**src/rtl/ps2_pkg.sv**
```systemverilog
// rtl/ps2_pkg.sv - shared receiver state, scancode constants and key-map lookup
package ps2_pkg;

    typedef enum logic [1:0] {
        RX_IDLE,
        RX_DATA,
        RX_PARITY,
        RX_STOP
    } rx_state_t;

    typedef enum logic [2:0] {
        KEY_P1P,
        KEY_P1M,
        KEY_P2P,
        KEY_P2M,
        KEY_SERVE,
        KEY_START,
        KEY_NONE
    } key_idx_t;

    localparam logic [7:0] SC_EXT   = 8'hE0;
    localparam logic [7:0] SC_BRK   = 8'hF0;
    localparam logic [7:0] SC_W     = 8'h1D;
    localparam logic [7:0] SC_S     = 8'h1B;
    localparam logic [7:0] SC_UP    = 8'h75;
    localparam logic [7:0] SC_DOWN  = 8'h72;
    localparam logic [7:0] SC_SPACE = 8'h29;
    localparam logic [7:0] SC_ENTER = 8'h5A;

    // The extended flag must match exactly: bare 75 is keypad 8, not the up arrow.
    function automatic key_idx_t key_lookup(input logic [7:0] sc, input logic ext);
        key_idx_t k;
        k = KEY_NONE;
        if (!ext) begin
            case (sc)
                SC_W:     k = KEY_P1P;
                SC_S:     k = KEY_P1M;
                SC_SPACE: k = KEY_SERVE;
                SC_ENTER: k = KEY_START;
                default:  k = KEY_NONE;
            endcase
        end else begin
            case (sc)
                SC_UP:    k = KEY_P2P;
                SC_DOWN:  k = KEY_P2M;
                default:  k = KEY_NONE;
            endcase
        end
        return k;
    endfunction

endpackage

```
**src/rtl/ps2_rx_frame.sv**
```systemverilog
// rtl/ps2_rx_frame.sv - PS/2 frame receiver: sync, edge detect, FSM, timeout, parity
// Optional odd-parity checking is enabled by defining PS2_PARITY_CHECK_EN.
module ps2_rx_frame
    import ps2_pkg::*;
#(
    parameter int TIMEOUT_CYCLES = 100000
) (
    input  logic       clk,
    input  logic       rst,
    input  logic       ps2_clk,
    input  logic       ps2_data,
    output logic [7:0] data,
    output logic       valid,
    output logic       err
);

    localparam int CW = $clog2(TIMEOUT_CYCLES + 1);
    localparam logic [CW-1:0] LAST = CW'(TIMEOUT_CYCLES - 1);

    rx_state_t     state;
    logic [1:0]    clk_sync;
    logic [1:0]    data_sync;
    logic          clk_prev;
    logic [2:0]    bit_cnt;
    logic [7:0]    shreg;
    logic [CW-1:0] idle_cnt;
    logic          fall;
    logic          sdata;
    logic          timeout;
    logic          par_ok;
`ifdef PS2_PARITY_CHECK_EN
    logic          par;
    assign par_ok = ^{shreg, par};
`else
    assign par_ok = 1'b1;
`endif

    assign fall    = clk_prev & ~clk_sync[1];
    assign sdata   = data_sync[1];
    assign timeout = (state != RX_IDLE) && !fall && (idle_cnt == LAST);
    assign data    = shreg;

    // Completion and error are strobes in the stop-edge cycle; the top registers them.
    always_comb begin
        valid = 1'b0;
        err   = 1'b0;
        if (timeout) begin
            err = 1'b1;
        end else if (fall && state == RX_STOP) begin
            if (sdata && par_ok) valid = 1'b1;
            else                 err   = 1'b1;
        end
    end

    always_ff @(posedge clk or posedge rst) begin
        if (rst) begin
            state     <= RX_IDLE;
            clk_sync  <= 2'b11;
            data_sync <= 2'b11;
            clk_prev  <= 1'b1;
            bit_cnt   <= 3'd0;
            shreg     <= 8'h00;
            idle_cnt  <= '0;
`ifdef PS2_PARITY_CHECK_EN
            par       <= 1'b0;
`endif
        end else begin
            clk_sync  <= {clk_sync[0], ps2_clk};
            data_sync <= {data_sync[0], ps2_data};
            clk_prev  <= clk_sync[1];

            if (state != RX_IDLE && !fall) idle_cnt <= idle_cnt + 1'b1;
            else                           idle_cnt <= '0;

            if (timeout) begin
                state <= RX_IDLE;
            end else if (fall) begin
                case (state)
                    RX_IDLE: begin
                        if (!sdata) begin
                            state   <= RX_DATA;
                            bit_cnt <= 3'd0;
                        end
                    end
                    RX_DATA: begin
                        shreg   <= {sdata, shreg[7:1]};
                        bit_cnt <= bit_cnt + 3'd1;
                        if (bit_cnt == 3'd7) state <= RX_PARITY;
                    end
                    RX_PARITY: begin
`ifdef PS2_PARITY_CHECK_EN
                        par   <= sdata;
`endif
                        state <= RX_STOP;
                    end
                    default: state <= RX_IDLE;
                endcase
            end
        end
    end

endmodule

```
**src/rtl/ps2_key_decoder.sv**
```systemverilog
// rtl/ps2_key_decoder.sv - PS/2 scancode decoder driving paddle/serve/start key levels
// Parity checking in the receiver is enabled by defining PS2_PARITY_CHECK_EN.
module ps2_key_decoder
    import ps2_pkg::*;
#(
    parameter int TIMEOUT_CYCLES = 100000
) (
    input  logic       clk,
    input  logic       rst,
    input  logic       ps2_clk,
    input  logic       ps2_data,
    output logic       p1p,
    output logic       p1m,
    output logic       p2p,
    output logic       p2m,
    output logic       serve_n,
    output logic       start_n,
    output logic [7:0] code,
    output logic       code_valid,
    output logic       frame_err
);

    logic [7:0] rx_data;
    logic       rx_valid;
    logic       rx_err;
    logic       ext;
    logic       brk;

    ps2_rx_frame #(.TIMEOUT_CYCLES(TIMEOUT_CYCLES)) u_rx (
        .clk      (clk),
        .rst      (rst),
        .ps2_clk  (ps2_clk),
        .ps2_data (ps2_data),
        .data     (rx_data),
        .valid    (rx_valid),
        .err      (rx_err)
    );

    always_ff @(posedge clk or posedge rst) begin
        if (rst) begin
            p1p        <= 1'b0;
            p1m        <= 1'b0;
            p2p        <= 1'b0;
            p2m        <= 1'b0;
            serve_n    <= 1'b1;
            start_n    <= 1'b1;
            code       <= 8'h00;
            code_valid <= 1'b0;
            frame_err  <= 1'b0;
            ext        <= 1'b0;
            brk        <= 1'b0;
        end else begin
            code_valid <= 1'b0;
            frame_err  <= 1'b0;
            if (rx_err) begin
                frame_err <= 1'b1;
                ext       <= 1'b0;
                brk       <= 1'b0;
            end else if (rx_valid) begin
                code       <= rx_data;
                code_valid <= 1'b1;
                if (rx_data == SC_EXT) begin
                    ext <= 1'b1;
                end else if (rx_data == SC_BRK) begin
                    brk <= 1'b1;
                end else begin
                    // Active-low outputs take brk directly: make -> 0, break -> 1.
                    case (key_lookup(rx_data, ext))
                        KEY_P1P:   p1p     <= ~brk;
                        KEY_P1M:   p1m     <= ~brk;
                        KEY_P2P:   p2p     <= ~brk;
                        KEY_P2M:   p2m     <= ~brk;
                        KEY_SERVE: serve_n <= brk;
                        KEY_START: start_n <= brk;
                        default:   ;
                    endcase
                    ext <= 1'b0;
                    brk <= 1'b0;
                end
            end
        end
    end

endmodule

```
**config.mk**
```make
export PLATFORM = sky130hd
export DESIGN_NAME = ps2_key_decoder
export DESIGN_NICKNAME = d
export VERILOG_FILES = /design/src/rtl/ps2_pkg.sv /design/src/rtl/ps2_rx_frame.sv /design/src/rtl/ps2_key_decoder.sv
export SDC_FILE = /design/constraint.sdc
export NUM_CORES = 1
export LEC_CHECK = 0
export CAP_MARGIN = 20
export CORE_MARGIN = 5
export CORE_UTILIZATION = 38
export DETAILED_ROUTE_END_ITERATION = 8
export DONT_BUFFER_PORTS = 1
export GPL_TIMING_DRIVEN = 0
export PLACE_DENSITY_LB_ADDON = 0.12
export SLEW_MARGIN = 20
export SYNTH_ARGS = -nofsm -noshare
export SYNTH_HDL_FRONTEND = slang
export SYNTH_SLANG_ARGS = --single-unit
```
**constraint.sdc**
```tcl
create_clock -name clk -period 2.76 [get_ports clk]
set_input_delay 0.276 -clock clk [delete_from_list [all_inputs] [get_ports clk]]
set_output_delay 0.276 -clock clk [all_outputs]
set_load 0.02 [all_outputs]
```
Word level (Yosys, flattened, before mapping) --
Index checks and enable logic that the tools add are counted.
Cells by class: $add $sub $neg 2, equality and inequality tests 23, multiplexer cells 32, bitwise operators 7, reduce and logical (&&, ||, !) cells 22
Operator list (count):
- 5-bit AND reduction | 6
- 8-bit by 7-bit == test with 1-bit output (second input constant) | 3
- 3-bit 2-to-1 mux | 6
- 17-bit by 1-bit adder with 17-bit output (second input constant) | 1
- 17-bit == test (second input constant) | 1
- 1-bit 2-to-1 mux | 17
- 17-bit 2-to-1 mux | 1
- 8-bit by 5-bit == test with 1-bit output (second input constant) | 2
- 8-bit == test (second input constant) | 2
- 3-bit case mux with 2 select lines | 2
- 3-bit case mux with 4 select lines | 1
- 3-bit == test (second input constant) | 3
- 8-bit by 6-bit == test with 1-bit output (second input constant) | 1
- 2-bit 2-to-1 mux | 4
- 2-bit nonzero test | 4
- 3-bit by 2-bit == test with 1-bit output (second input constant) | 2
- 3-bit != test (second input constant) | 2
- 1-bit inverter | 6
- 2-bit case mux with 3 select lines | 1
- 2-bit AND reduction | 3
- 3-bit AND reduction | 2
- 2-bit == test (second input constant) | 2
- 2-bit != test (second input constant) | 2
- 4-bit AND reduction | 1
- other kinds (9) | 11
Storage, ports and cells: bits in registers 53, output and inout port bits 16, logic and storage cells 104

Logic depth before layout (Yosys ltp) --
depth after elaboration 10, depth in mapped cells 6, gate-level depth less buffers 6

Hierarchy --
A second synthesis with hierarchy kept.
Unflattened totals: cells, all modules 220, area, all modules 2527.4 µm²
By module, submodules not included:
- ps2_rx_frame | instances 1, cells each 151, area an instance 1631.6 µm², seq. area each 882.1 µm²
- ps2_key_decoder | instances 1, cells each 69, area an instance 895.9 µm², seq. area each 452.9 µm²

Worst setup path after synthesis --
OpenSTA, ideal clock, no wires.
path type register -> register, start point register u_rx.state[0], end point register u_rx.state[0], library setup time 0.134 ns, arrival 1.589 ns, slack 1.037 ns, stages on the path, launching flop included 7, path buffers 1, path through dfrtp_1 > inv_1 > ha_1 > or2_2 > clkbuf_8 > nor4_4 > o211ai_1
On the way: word-level cells in the longest chain between the ends 5
Ends and longest elaborated chain:
- from (decl) | line ps2_rx_frame.sv:20 | rx_state_t state;
- from (signal assigned) | line ps2_rx_frame.sv:57 | state <= RX_IDLE;
- from (signal assigned) | line ps2_rx_frame.sv:76 | state <= RX_IDLE;
- from (signal assigned) | line ps2_rx_frame.sv:81 | state <= RX_DATA;
- 2-bit nonzero test | line ps2_rx_frame.sv:40 | assign timeout = (state != RX_IDLE) && !fall && (idle_cnt == LAST);
- 1-bit logical AND (2 in a row) | line ps2_rx_frame.sv:40
- 3-bit by 1-bit != test with 1-bit output (no source line), or another cell as far along
- 3-bit AND reduction (no source line)
Parallel ways exist; a longest one is shown, timed or not. The select of a mux whose other input is x is not followed. A chain may end at the register's enable or synchronous reset.

Worst setup path in the final report --
start point register u_rx.state[0], end point register p2m
On the way: word-level cells in the longest chain between the ends 6
Ends and longest elaborated chain:
- 2-bit == test or 2-bit nonzero test (tied branches) | line ps2_rx_frame.sv:49, ps2_rx_frame.sv:40
- 1-bit logical AND (on tied branches) | line ps2_rx_frame.sv:49, ps2_rx_frame.sv:40
- 1-bit 2-to-1 mux or 1-bit logical AND (tied branches) | line ps2_rx_frame.sv:49, ps2_rx_frame.sv:40
- 1-bit 2-to-1 mux | line ps2_rx_frame.sv:47 | if (timeout) begin
- 1-bit inverter (no source line)
- 5-bit AND reduction (no source line) (*)
- to (signal assigned) | line ps2_key_decoder.sv:72 | KEY_P2M: p2m <= ~brk;
- to (decl) | line ps2_key_decoder.sv:15 | output logic p2m,
Every way passes the cells marked *; elsewhere a longest branch is shown, timed or not.

==> reports/results.ini <==
[power]
switching_share_pct = 35.7
power.density_nw_per_um2 = 787
p_leak_nw = 1.20
p_seq_share_pct = 53.2
comb_power_share_pct = 26.8
ir_drop_uv = 326
intPower_mw = 1.37
clkPwrFrac_pct = 20.0
p_sw_uw = 760

[timing]
slew_violations = 0
fin_worst_skew_ns = 0.00532
hold_violations = 0
period_needed_ns = 2.02
fmax_mhz = 496
rsz0062_at_grt = false
tightest_slew_ns = 0.649
maxSlewHeadroom_pct = 56.7
setup_viol = 0
finalSetupTns_ns = 0
post-route-period-util_pct = 73.1

[flow_run]
cap_violations = 0

[critical_path]
cp_slowest_cell = dfrtp_1
worstPathCellList = ha_1, nand4b_1, buf_1, a311oi_1, nand4b_1, mux2i_1
worstRegToRegCells = 6
crit_path_max_fanout = 10
critical_path_required_ns = 2.94
start_kind = flop
crit_path_frequent_cell = nand4b_1
max_stage_delay_ns = 0.43
worstSetupPathType = reg -> reg
crit_path_end_kind = flop
critical_path_arrival_ns = 2.20

[clocking]
path_clk_slew_ns = 0.09
postCtsSetupBuffers = 0
cts_tree = yes
h-tree-depth = 2
cts_buffers = 5
clock-root-buffer = clkbuf_8
clock_latency_ns = 0.30
cts_sinks = 53
clock_path_buffers = 2

[floorplanning]
coreArea_um2 = 6350
io_pins = 20
rows = 29
die_w_um = 91.0
start_util_pct = 39.3
die_area_um2 = 8280
die_h_um = 91.0

[yosys]
synth_area_per_cell_um2 = 11.3
seq_area_frac_synth_pct = 53.6
synth_compound_area_share_pct = 6.58
yosys.area_share.simple_pct = 19.3
muxShareOfSynthArea_pct = 10.1
ys_ff_latch = 53
synth_top_flop_cell = dfrtp_1
synthCells = 220
yosysUniqueCellTypes = 46
yosysWarnings = 0
synth-xor-area-share_pct = 3.87
netlist_top_cells_area = dfrtp_1, mux2_2, dfstp_2, ha_1, nor2_1
synth_top_family_by_area = simple AND/OR/NAND/NOR gates
async_reset_ff_share_pct = 100
synth_top_area_share_pct = 46.2
netlist_area_um2 = 2490
yosys-top-cells-count = dfrtp_1, nor2_1, mux2_2
synth_most_common_cell = dfrtp_1
syn_nets = 231
synth_top_cell_by_area = dfrtp_1
synthAdderAreaFrac_pct = 3.51
synth_edf_count = 0

[global_routing]
grt.overflow.total = 0
antenna_found_initial = 0
grt_max_degree = 54
grtUsageTotal_pct = 12.1
first_global_vias = 1625
grt_pass1_wl_mm = 8.29

[layout]
instances_no_fill = 308
antennaDiodeCount = 0
drive_gt1_share_pct = 18.6
design_area_um2 = 2700
layout.nets = 241
area_growth_syn_to_layout_pct = 8.48
num-fill-cells = 607

[worst_hold_path]
hp-class = reg -> reg
hold_depth = 0

[placement]
post-dp-hpwl_mm = 3.16
dp.cells = 297
placed_cell_area_um2 = 2590
gp_congestion = 0.770
portBuffers = 0

[route]
drt_iter0_markers = 76
vias = 1659
drt_pre_antenna_iters = 6
ant_nets = 0
post_drt_via_cell_ratio = 5.39
wl_per_cell_um = 15.4
routed_wirelength_mm = 4.73
drc = 0

[status]
status = finished clean

## kinds of logic after synthesis
logic type / count (synthesis)
simple gates: 83
flops: 53
compound gates: 26
mux: 23
buf+inv: 17
xor+xnor: 11
fa+ha+maj: 7
## stage by stage
stage | total power [mW] | utilization, % | setup slack, ns | hold WS, ns
finish | 2.13 | 42.6 | 0.743 | 0.360
global route | 2.29 | 42.6 | 0.573 | 0.366
CTS | 2.17 | 42.6 | 0.721 | 0.361
detailed placement | 1.72 | 40.8 | 0.753 | 0.281
global placement | 1.72 | 40.8 | 0.568 | 0.281
floorplan | 1.56 | - | 1.04 | 0.280
## sequential cells by signal, indices dropped and copies added (netlist names)
| register | cells |
|---|---|
| brk | 1 |
| code | 8 |
| code_valid | 1 |
| ext | 1 |
| frame_err | 1 |
| p1m | 1 |
| p1p | 1 |
| p2m | 1 |
| p2p | 1 |
| serve_n | 1 |
| start_n | 1 |
| u_rx.bit_cnt | 3 |
| u_rx.clk_prev | 1 |
| u_rx.clk_sync | 2 |
| u_rx.data | 8 |
| u_rx.data_sync | 2 |
| u_rx.idle_cnt | 17 |
| u_rx.state | 2 |
## placed cells by master (no fill, tap or decap), types with 5 or more instances in the layout
master / instances
dfrtp_1: 46
nor2_1: 19
mux2_2: 18
xor2_1: 7
inv_1: 9
mux2i_1: 5
o21ai_0: 7
nand4_1: 8
clkbuf_8: 6
a21oi_1: 6
ha_1: 7
nand3_1: 10
nand2_1: 11
clkbuf_1: 5
dfstp_2: 7
## worst paths after layout
check / from / endpoint / slack [ns]
min: u_rx.data_sync[0]$_DFF_PP1_ / u_rx.data_sync[1]$_DFF_PP1_ / 0.36
min in group asynchronous: rst / u_rx.idle_cnt[14]$_DFF_PP0_ / 0.54
max reg2reg: u_rx.state[0]$_DFFE_PP0P_ / p2m$_DFFE_PP0P_ / 0.74
min reg2reg: u_rx.data_sync[0]$_DFF_PP1_ / u_rx.data_sync[1]$_DFF_PP1_ / 0.36
max: u_rx.state[0]$_DFFE_PP0P_ / p2m$_DFFE_PP0P_ / 0.74
max in group asynchronous: rst / u_rx.idle_cnt[10]$_DFF_PP0_ / 1.78
## area by class of cell
class	count	area (um2)	area share, %
inverters	10	40.0	1.48
flip-flops and latches	53	1340	49.4
clock buffers	6	72.6	2.68
clock inverters	2	10.0	0.370
plain buffers	7	37.5	1.39
multi-input cells	150	1080	40.0
well taps	77	96.3	3.56
repair buffers	3	30.0	1.11
## critical path: cells and delay by family (launching register included)
family                     cells  cell delay [ns]
AOI/OAI and AO/OA              1             0.36
adders and majority gates      1             0.25
buffers and inverters          1             0.31
and+or+nand+nor                2             0.39
DFF                            1             0.43
muxes                          1             0.15
## power groups by stage
| stage | logic, mW | registers [mW] | clock network [mW] |
|---|---|---|---|
| after floorplan | 0.471 | 1.09 | 0 |
| after global placement | 0.568 | 1.15 | 0 |
| after detailed placement | 0.573 | 1.15 | 0 |
| after CTS | 0.580 | 1.14 | 0.449 |
| after global routing | 0.645 | 1.16 | 0.490 |
| final | 0.571 | 1.13 | 0.426 |
## repair_timing
| item | in CTS | in global routing |
|---|---|---|
| hold endpoints to repair | 48 | 0 |
| resized for setup | 0 | 0 |
| hold buffers | 3 | 0 |
## routing by layer
layer	GRT usage [%]	wire length [um]	up-vias
met5	0	0	-
li1	-	-	807
met2	17.2	2080	33
met1	17.7	2400	817
met4	3.79	29	0
met3	3.39	212	2
No activity file was read; power rests on OpenSTA's default activity.
